**config.mk**
```make
export PLATFORM = sky130hd
export DESIGN_NAME = sqrt_iter_core_flat
export DESIGN_NICKNAME = d
export VERILOG_FILES = /design/src/rtl/sqrt_iter_if.sv /design/src/rtl/sqrt_iter_core.sv /design/src/flat_wrapper.sv
export SDC_FILE = /design/constraint.sdc
export NUM_CORES = 1
export LEC_CHECK = 0
export ABC_AREA = 1
export BUFFER_PORTS_ARGS = -buffer_cell sky130_fd_sc_hd__buf_2
export CORE_MARGIN = 5
export CORE_UTILIZATION = 40
export DETAILED_ROUTE_END_ITERATION = 12
export SYNTH_ARGS = -nofsm -noshare
export SYNTH_HDL_FRONTEND = slang
export SYNTH_SLANG_ARGS = --single-unit
export TNS_END_PERCENT = 10
```
**constraint.sdc**
```tcl
create_clock -name clk_i -period 5.56 [get_ports clk_i]
set_input_delay 1.112 -clock clk_i [delete_from_list [all_inputs] [get_ports clk_i]]
set_output_delay 1.112 -clock clk_i [all_outputs]
set_load 0.005 [all_outputs]
```
**src/rtl/sqrt_iter_if.sv**
```systemverilog
// sqrt_iter_if: handshake and result bundle for the iterative square-root core.
//   start    : request, sampled on rising clock edge while the core is idle
//   radicand : 2*RW-bit unsigned operand, captured with an accepted start
//   busy     : iteration in progress
//   done     : one-cycle pulse, results valid from this cycle
//   root     : floor(sqrt(radicand))
//   rem      : radicand - root^2 (never exceeds 2*root)
//   sticky   : rem is non-zero
// master drives the request; slave is the core.
interface sqrt_iter_if #(
  parameter int RW = 12
);
  logic              start;
  logic [2*RW-1:0]   radicand;
  logic              busy;
  logic              done;
  logic [RW-1:0]     root;
  logic [RW:0]       rem;
  logic              sticky;

  modport master (
    output start, radicand,
    input  busy, done, root, rem, sticky
  );

  modport slave (
    input  start, radicand,
    output busy, done, root, rem, sticky
  );
endinterface

```
**src/rtl/sqrt_iter_core.sv**
```systemverilog
// sqrt_iter_core: restoring integer square root, one root bit per clock.
// Iteration stage of the half-precision sqrt datapath; sees only
// non-negative integer radicands (specials are resolved upstream).
// Ports:
//   clk_i : clock, all state on rising edge
//   rst_i : asynchronous active-high reset
//   bus   : sqrt_iter_if slave (start/radicand in; busy/done/root/rem/sticky out)
// Latency: start accepted at edge 0, done high after edge RW, so a new
// operation can be accepted every RW+1 clocks.
module sqrt_iter_core #(
  parameter int RW = 12
) (
  input  logic        clk_i,
  input  logic        rst_i,
  sqrt_iter_if.slave  bus
);

  localparam int CW = (RW > 1) ? $clog2(RW) : 1;

  typedef enum logic {IDLE, RUN} state_t;

  state_t          state_q;
  logic [CW-1:0]   cnt_q;
  logic            busy_q;
  logic            done_q;

  // Working registers, kept separate so the outputs hold during RUN.
  logic [2*RW-1:0] rad_q;
  logic [RW-1:0]   wroot_q;
  logic [RW+1:0]   wrem_q;

  // Output registers.
  logic [RW-1:0]   root_q;
  logic [RW:0]     rem_q;
  logic            sticky_q;

  // Next working root/remainder for one restoring step.
  logic [RW+3:0]   minuend;
  logic [RW+3:0]   subtrahend;
  logic [RW+1:0]   trial;
  logic [RW-1:0]   root_d;
  logic [RW+1:0]   rem_d;

  always_comb begin
    minuend    = {wrem_q, rad_q[2*RW-1 -: 2]};
    subtrahend = {2'b00, wroot_q, 2'b01};
    // Compare at full width; the difference itself always fits RW+2 bits
    // when non-negative because the remainder never exceeds 2*root.
    trial      = minuend[RW+1:0] - subtrahend[RW+1:0];
    if (minuend >= subtrahend) begin
      rem_d  = trial;
      root_d = {wroot_q[RW-2:0], 1'b1};
    end else begin
      rem_d  = minuend[RW+1:0];
      root_d = {wroot_q[RW-2:0], 1'b0};
    end
  end

  always_ff @(posedge clk_i or posedge rst_i) begin
    if (rst_i) begin
      state_q  <= IDLE;
      cnt_q    <= '0;
      busy_q   <= 1'b0;
      done_q   <= 1'b0;
      rad_q    <= '0;
      wroot_q  <= '0;
      wrem_q   <= '0;
      root_q   <= '0;
      rem_q    <= '0;
      sticky_q <= 1'b0;
    end else begin
      done_q <= 1'b0;
      case (state_q)
        IDLE: begin
          if (bus.start) begin
            rad_q   <= bus.radicand;
            wroot_q <= '0;
            wrem_q  <= '0;
            cnt_q   <= CW'(RW - 1);
            busy_q  <= 1'b1;
            state_q <= RUN;
          end
        end
        RUN: begin
          rad_q   <= {rad_q[2*RW-3:0], 2'b00};
          wroot_q <= root_d;
          wrem_q  <= rem_d;
          if (cnt_q == '0) begin
            // rem_d <= 2*root < 2^(RW+1), so the low RW+1 bits are exact.
            root_q   <= root_d;
            rem_q    <= rem_d[RW:0];
            sticky_q <= |rem_d;
            done_q   <= 1'b1;
            busy_q   <= 1'b0;
            state_q  <= IDLE;
          end else begin
            cnt_q <= cnt_q - 1'b1;
          end
        end
        default: state_q <= IDLE;
      endcase
    end
  end

  assign bus.busy   = busy_q;
  assign bus.done   = done_q;
  assign bus.root   = root_q;
  assign bus.rem    = rem_q;
  assign bus.sticky = sticky_q;

endmodule

```
**src/flat_wrapper.sv**
```systemverilog
// flat-port wrapper written by rule: the top's interface ports become plain ports
module sqrt_iter_core_flat 
#(
  parameter int RW = 12
)
  (clk_i, rst_i, bus_start, bus_radicand, bus_busy, bus_done, bus_root, bus_rem, bus_sticky);
  sqrt_iter_if #(.RW(RW)) bus_i ();
  input  logic clk_i;
  input  logic rst_i;
  input wire logic [$bits(bus_i.start)-1:0] bus_start;
  input wire logic [$bits(bus_i.radicand)-1:0] bus_radicand;
  output wire logic [$bits(bus_i.busy)-1:0] bus_busy;
  output wire logic [$bits(bus_i.done)-1:0] bus_done;
  output wire logic [$bits(bus_i.root)-1:0] bus_root;
  output wire logic [$bits(bus_i.rem)-1:0] bus_rem;
  output wire logic [$bits(bus_i.sticky)-1:0] bus_sticky;
  assign bus_i.start = bus_start;
  assign bus_i.radicand = bus_radicand;
  assign bus_busy = bus_i.busy;
  assign bus_done = bus_i.done;
  assign bus_root = bus_i.root;
  assign bus_rem = bus_i.rem;
  assign bus_sticky = bus_i.sticky;
  sqrt_iter_core #(.RW(RW)) u_core (.clk_i(clk_i), .rst_i(rst_i), .bus(bus_i));
endmodule
```
Word level (Yosys, flattened, before mapping). Index checks and enable logic that the tools add are counted.

Memory bits (read-only): 0. Bits in latches: 0. Flip-flop bits (word level): 83. Logic and storage cells: 41. Output and inout port bits: 28. Memories kept: 0. Input port bits: 27. RAM bits: 0.

Eq/ne operators: 3. Bitwise logic cells: 1. Add/sub/neg operators: 2. Div/mod/pow operators: 0. Shift-type cells: 0. Order comparisons: 1. Muxes and demuxes: 19. Reduce and logical (&&, ||, !) cells: 5. Multipliers: 0.

Operator list (number): 24-bit case mux with 2 select lines (1); 14-bit 2-to-1 mux (2); 14-bit case mux with 2 select lines (1); 24-bit 2-to-1 mux (1); 12-bit case mux with 2 select lines (1); 16-bit by 14-bit greater-or-equal comparator with 1-bit output (1); 14-bit OR reduction (1); 14-bit subtractor (1); 12-bit 2-to-1 mux (1); 4-bit 2-to-1 mux (2); 4-bit case mux with 2 select lines (1); 1-bit 2-to-1 mux (7); 2-bit != test (second input constant) (3); 2-bit AND reduction (3); 4-bit logical NOT (1); 1-bit case mux with 2 select lines (2); 4-bit by 1-bit subtractor with 4-bit output (second input constant) (1); 1-bit NOT (1).

Depth between registers and ports, before layout. Gate-level depths: netlist of the first run.

Word-level depth: 3. Gate-level depth with buffers: 19. Mapped depth without buffers: 18.

Worst setup path after synthesis of the first run. OpenSTA, ideal clock, no wires.

Path kind: in2reg. Start: input port bus_start. End: register u_core.wroot_q[11]. Setup time: 0.083 ns. Path buffers: 1. Stages: 4. Arrival time: 1.909 ns. Data required time: 5.477 ns. Slack: 3.568 ns. Cell sequence: nor2_1 inv_1 clkbuf_1 o22ai_1.

Word-level cells in the longest chain between the ends: 1.

Ends and longest elaborated chain: start: declaration (RTL line flat_wrapper.sv:10) `input wire logic [$bits(bus_i.start)-1:0] bus_start;`; 2-bit != test (no line); end signal: assignment (RTL line sqrt_iter_core.sv:86) `wroot_q <= root_d;`; end: declaration (RTL line sqrt_iter_core.sv:29) `logic [RW-1:0] wroot_q;`.

No other way between the ends. A chain may end at the register's enable or synchronous reset.

Final worst setup path of the first run.
Start: register u_core.state_q. End: register u_core.busy_q (netlist: u_core.bus.busy).

Word-level cells in the longest chain between the ends: 3. Elaborated cells on any way between the ends: 5. Classes of those cells: eq/ne (2); mux (1); bitwise (1); reduce/logical (1).

Ends and longest elaborated chain: start: declaration (RTL line sqrt_iter_core.sv:22) `state_t state_q;`; start signal: assignment (RTL line sqrt_iter_core.sv:61) `state_q <= IDLE;`; start signal: assignment (RTL line sqrt_iter_core.sv:81) `state_q <= RUN;`; start signal: assignment (RTL line sqrt_iter_core.sv:95) `state_q <= IDLE;`; 1-bit NOT (RTL line sqrt_iter_core.sv:73) `case (state_q)`; 2-bit != test (no line); 2-bit AND reduction (no line); end signal: assignment (RTL line sqrt_iter_core.sv:63) `busy_q <= 1'b0;`; end signal: assignment (RTL line sqrt_iter_core.sv:80) `busy_q <= 1'b1;`; end signal: assignment (RTL line sqrt_iter_core.sv:94) `busy_q <= 1'b0;`; end: declaration (RTL line sqrt_iter_core.sv:24) `logic busy_q;`.

Several ways; a longest one is shown, not always the timed one.

==> results.cfg, run 1 <==
[synth]
synth_mux_area_share_pct = 0
synthAdderAreaFrac_pct = 4.63
synth_xor_area_share_pct = 0.809
syn_inst = 559
synth_area_leader_cell = dfrtp_1
netlist-cell-type-count = 33
yosysSeqAreaShare_pct = 48.0
synth_area_um2 = 4330
syn_nets = 602
postSynthAreaPerCell_um2 = 7.74
synth_compound_area_share_pct = 9.22
synth_top_family_by_area = simple AND/OR/NAND/NOR gates
synth_warnings = 0
ys_seq_elements = 83
synthSimpleGateAreaFrac_pct = 28.8
synth_top_area_share_pct = 48.0
synth_area_leaders = dfrtp_1 (48%), nand2_1 (17%), inv_1 (6.1%)

[worst_setup_path]
path_cells = clkinv_1, nand2_1, clkinv_1, o21ai_0, inv_1
crit_top_cell = clkinv_1
slowest_stage = clkinv_1
reg2reg_depth = 5
critPathKind = flip-flop to flip-flop
start_kind = flip-flop
cp.required_ns = 5.80
critPathMaxFanout = 28
critPathMaxStageDelay_ns = 0.93
cp-end-kind = flip-flop
worstPathArrival_ns = 3.53

[route]
wl_met1_um = 4900
drt_iter0_drc = 189
wl_met3_um = 416
drtPass1Iterations = 4
top_layer = met4
drtAntennaViolNets = 0
routed_wl_um = 10200
vias_per_cell = 4.83
num_vias = 3637
wl_met2_um = 4750
routedWlPerCell_um = 13.5
drcViolationCount = 0

[worst_hold_path]
hp-class = flip-flop to flip-flop
holdPathStages = 2

[cells_and_area]
antennaDiodeCount = 0
multi_input_area_um2 = 1880
final_cell_area_um2 = 4920
drive_gt1_share_pct = 14.8
finalCoreUtilization_pct = 45.7
fin_nets = 651
n_fill_cell = 1123
most-common-layout-cells = nand2_1 (201), dfrtp_1 (83), inv_1 (69)
seqCellArea_um2 = 2080
stdcell_count = 753
layout_commonest_cell = nand2_1
syn_to_final_growth_pct = 13.6

[sta]
post-route-period-util_pct = 59.2
holdWs_ns = 0.485
fmax_mhz = 304
rsz0062_at_grt = false
hold_violations = 0
slew-limit-headroom_pct = 30.6
final.setup.tns_ns = 0
layout_min_cycle_time_ns = 3.29
tightest_slew_ns = 1.04
drv_slew = 0
skew_ns = 0.0150
setup_viol = 0

[global_routing]
grt_overflow_total = 0
antenna_found_initial = 0
grt_pass1_wl_um = 17200
grt_pass1_vias = 3596
grt_usage_pct = 16.5
grt_max_degree = 57

[placement]
gp_congestion = 0.823
postPlaceCellArea_um2 = 4700
dp.cells = 737
portBuffers = 54
dpl.hpwl_um = 7480

[clock_tree]
postCtsResizedCells = 0
cts_buffer_depth = 2
cts_tree = built
cts.sink_count = 83
clock-root-buffer = clkbuf_8
worst_setup_hold_path_clk_slew_ns = 0.08
h-tree-depth = 3
cts_buffers = 9
hold_buffers = 0
post_cts_buffers = 0
clock_latency_ns = 0.36

[floorplanning]
dieArea_um2 = 13000
die_h_um = 114
start_util_pct = 40.3
placementRows = 38
core_area_um2 = 10700
io-pin-count = 55
die_w_um = 114

[power_and_ir_drop]
cellPowerDensity_nw_per_um2 = 693
p_leak_uw = 0.00268
ir_drop_mv = 0.305

[run]
maxCapViolCount = 0

[outcome]
status = completed
[stage by stage]
| stage | worst slack, ns | total power, µW |
|---|---|---|
| CTS | 2.26 | 3440 |
| global route | 1.86 | 3770 |
| detailed placement | 2.29 | 2970 |
| finish | 2.27 | 3410 |
| global placement | 2.34 | 2930 |
| floorplan | 2.31 | 2460 |
[final cells by class]
cell class                 instances  share of cell area, %
sequential                        83                   42.2
timing repair buffer              57                   5.96
multi-input combinational        384                   38.3
inverter                          73                   5.60
clock inverter                     4                  0.967
clock buffer                      12                   3.36
tap                              140                   3.56
[synthesized netlist by cell type (all sizes together)]
master  number
nand2      208
dfrtp       83
inv         71
nand3       51
o21ai       43
nor2        25
ha          16
clkbuf      15
o22ai       14
a21oi       10
nand4        5
buf          4
xor2         3
a22o         2
clkinv       2
o211ai       2
a31oi        1
and2         1
nor3         1
or2          1
xnor2        1
[sequential cells by signal, summed over array words and instances (netlist names)]
signal	count
u_core.wroot_q	12
u_core.bus.done	1
u_core.state_q	1
u_core.bus.rem	13
u_core.wrem_q	14
u_core.bus.sticky	1
u_core.cnt_q	4
u_core.bus.root	12
u_core.bus.busy	1
u_core.rad_q	24
[per-layer routing]
metal  vias to the layer above  track usage, %
met5                         -               0
met4                         0            5.30
met3                         7            3.18
met2                        67            25.7
met1                      1687            23.1
li1                       1876               -
[final timing paths]
| path | end | from | slack [ns] |
|---|---|---|---|
| max reg2reg | u_core.bus.busy$_DFFE_PP0P_ | u_core.state_q$_DFF_PP0_ | 2.27 |
| min reg2reg | u_core.bus.root[6]$_DFFE_PP0P_ | u_core.bus.root[6]$_DFFE_PP0P_ | 0.48 |
| min | u_core.bus.root[6]$_DFFE_PP0P_ | u_core.bus.root[6]$_DFFE_PP0P_ | 0.48 |
| max | u_core.bus.busy$_DFFE_PP0P_ | u_core.state_q$_DFF_PP0_ | 2.27 |
| max in group asynchronous | u_core.wroot_q[8]$_DFFE_PP0P_ | rst_i | 3.74 |
| min in group asynchronous | u_core.bus.busy$_DFFE_PP0P_ | rst_i | 0.75 |
[worst max-delay path: cells and delay by family (launching register included)]
kind / cells / cell delay, ns
flip-flops: 1 / 0.91
AO/OA/AOI/OAI: 1 / 0.37
buffers and inverters: 3 / 1.60
AND/OR/NAND/NOR: 1 / 0.28
[power by group]
group	internal [µW]	switching, µW
clock network	243	214
registers	879	166
logic	673	1230
[kinds of logic (layout without fill, tap and decap cells)]
group,count (synthesis),count (layout)
buffers and inverters,92,146
DFF,83,83
adders and majority gates,16,16
and+or+nand+nor,292,292
xor gates and xnor gates,4,4
AOI/OAI and AO/OA,72,72
Power figures use the tool's default switching activity.
==> inputs of run 2 (changes only) <==
==> constraint.sdc (replaced) <==
create_clock -name clk_i -period 3.41 [get_ports clk_i]
set_input_delay 0.682 -clock clk_i [delete_from_list [all_inputs] [get_ports clk_i]]
set_output_delay 0.682 -clock clk_i [all_outputs]
set_load 0.005 [all_outputs]
==> run 2 against run 1 <==
Effect of this change:
- die area did not move
- critical path depth increased by 12
- largest cell class unchanged
- critical path type unchanged
- highest routed layer unchanged
- clock power grew 55%
==> results.cfg, run 2 (same netlist as run 1, synthesis figures left out) <==
[worst_setup_path]
cp.required_ns = 3.66
start_kind = flip-flop
cp-end-kind = flip-flop
reg2reg_depth = 17
worstPathArrival_ns = 2.71
crit_path_start = u_core.wrem_q[7]$_DFFE_PP0P_
critPathKind = flip-flop to flip-flop
reg2reg_from = u_core.wrem_q[7]$_DFFE_PP0P_
critPathMaxFanout = 16
r2r-end = u_core.bus.sticky$_DFFE_PP0P_
worst-r2r-setup-slack_ns = 0.95

[sta]
fmax_mhz = 407
slew-limit-headroom_pct = 44.7
layout_min_cycle_time_ns = 2.46
timing.final.ws_setup_ns = 0.952
setup_viol = 0
post-route-period-util_pct = 72.1
final.setup.tns_ns = 0
skew_ns = 0.00433
tightest_slew_ns = 0.829
drv_slew = 0
holdWs_ns = 0.315
hold_violations = 0
rsz0062_at_grt = false

[power_and_ir_drop]
cellPowerDensity_nw_per_um2 = 1120
ir_drop_mv = 0.463
p_leak_uw = 0.00267

[cells_and_area]
regMostFlops = u_core.rad_q
drive_gt1_share_pct = 14.7
largest_reg_flops = 24
syn_to_final_growth_pct = 13.4
most-common-layout-cells = nand2_1 (201), dfrtp_1 (83), inv_1 (69)
layout_commonest_cell = nand2_1
n_fill_cell = 1135
final_cell_area_um2 = 4910
antennaDiodeCount = 0
fin_nets = 653

[floorplanning]
placementRows = 38
start_util_pct = 40.3
core_area_um2 = 10700
die_h_um = 114
dieArea_um2 = 13000
die_w_um = 114
io-pin-count = 55

[clock_tree]
h-tree-depth = 3
hold_buffers = 0
postCtsResizedCells = 0
cts_buffers = 9
worst_setup_hold_path_clk_slew_ns = 0.08
clock-root-buffer = clkbuf_8
cts.sink_count = 83
post_cts_buffers = 0
clock_latency_ns = 0.35
cts_tree = built
cts_buffer_depth = 2

[placement]
dpl.hpwl_um = 7490
gp_congestion = 0.911
portBuffers = 54
postPlaceCellArea_um2 = 4720
place_ws_ns = 0.981

[global_routing]
grt_pass1_wl_um = 17800
grt_pass1_vias = 3761
grt_usage_pct = 16.9
antenna_found_initial = 0
grt_max_degree = 53
grt_overflow_total = 0

[outcome]
status = completed

[route]
vias_per_cell = 4.79
num_vias = 3602
drt_iter0_drc = 117
routedWlPerCell_um = 13.4
drcViolationCount = 0
drtAntennaViolNets = 0
drtPass1Iterations = 4
routed_wl_um = 10100

[worst_hold_path]
hp-class = input port to async pin

[run]
maxCapViolCount = 0
-- run 2: where the power goes --
part           leakage, µW  total (µW)  internal (µW)  switching (µW)
Sequential         0.00104        1710           1430             278
Clock            0.0000934         709            367             343
Combinational      0.00154        3100           1100            2000
-- run 2: layer usage --
metal | part of all wire (%) | track usage [%] | vias up
met1 | 48 | 22.2 | 1675
met4 | 1.6 | 5.86 | 0
met2 | 47 | 27.8 | 48
li1 | - | - | 1865
met3 | 3.0 | 3.66 | 14
met5 | 0 | 0 | -
-- run 2: worst max-delay path, stage by stage, from the launching register on --
cell and delay [ns]:
dfrtp_1 0.43, ha_1 0.36, nand2_1 0.09, nand2_1 0.08, nand2_1 0.06, nand2_1 0.06
inv_2 0.08, nor2_4 0.04, nor2_4 0.27, nand2_4 0.20, nand2_1 0.11, nand2_1 0.07
nor2_1 0.11, nand2_1 0.07, nor2_1 0.15, nand2_1 0.07, nand2_1 0.05, nand2_1 0.04
-- run 2: cell type report --
type                    count  area (µm²)  area share (%)
multi-input cells         384        1880            38.4
well taps                 140         175            3.57
repair buffers             59         308            6.27
clock inverters             2        37.5           0.765
inverters                  73         275            5.61
clock buffers              11         151            3.09
flip-flops and latches     83        2080            42.3
-- run 2: worst max path at each step --
stage	endpoint	slack, ns
final	u_core.bus.sticky$_DFFE_PP0P_	0.95
after detailed placement	u_core.bus.sticky$_DFFE_PP0P_	0.98
after global placement	u_core.bus.sticky$_DFFE_PP0P_	1.01
after global routing	u_core.bus.sticky$_DFFE_PP0P_	0.73
after floorplan	u_core.bus.busy$_DFFE_PP0P_	0.59
after CTS	u_core.bus.sticky$_DFFE_PP0P_	0.95
-- run 2: metrics by stage --
step                      util [%]  power, µW  instances
final                         45.7       5510        752
after detailed placement      43.9       4830        739
after CTS                     45.7       5550        752
after global placement        43.9       4790        739
after floorplan                  -       4010        559
after global routing          45.7       6140        752
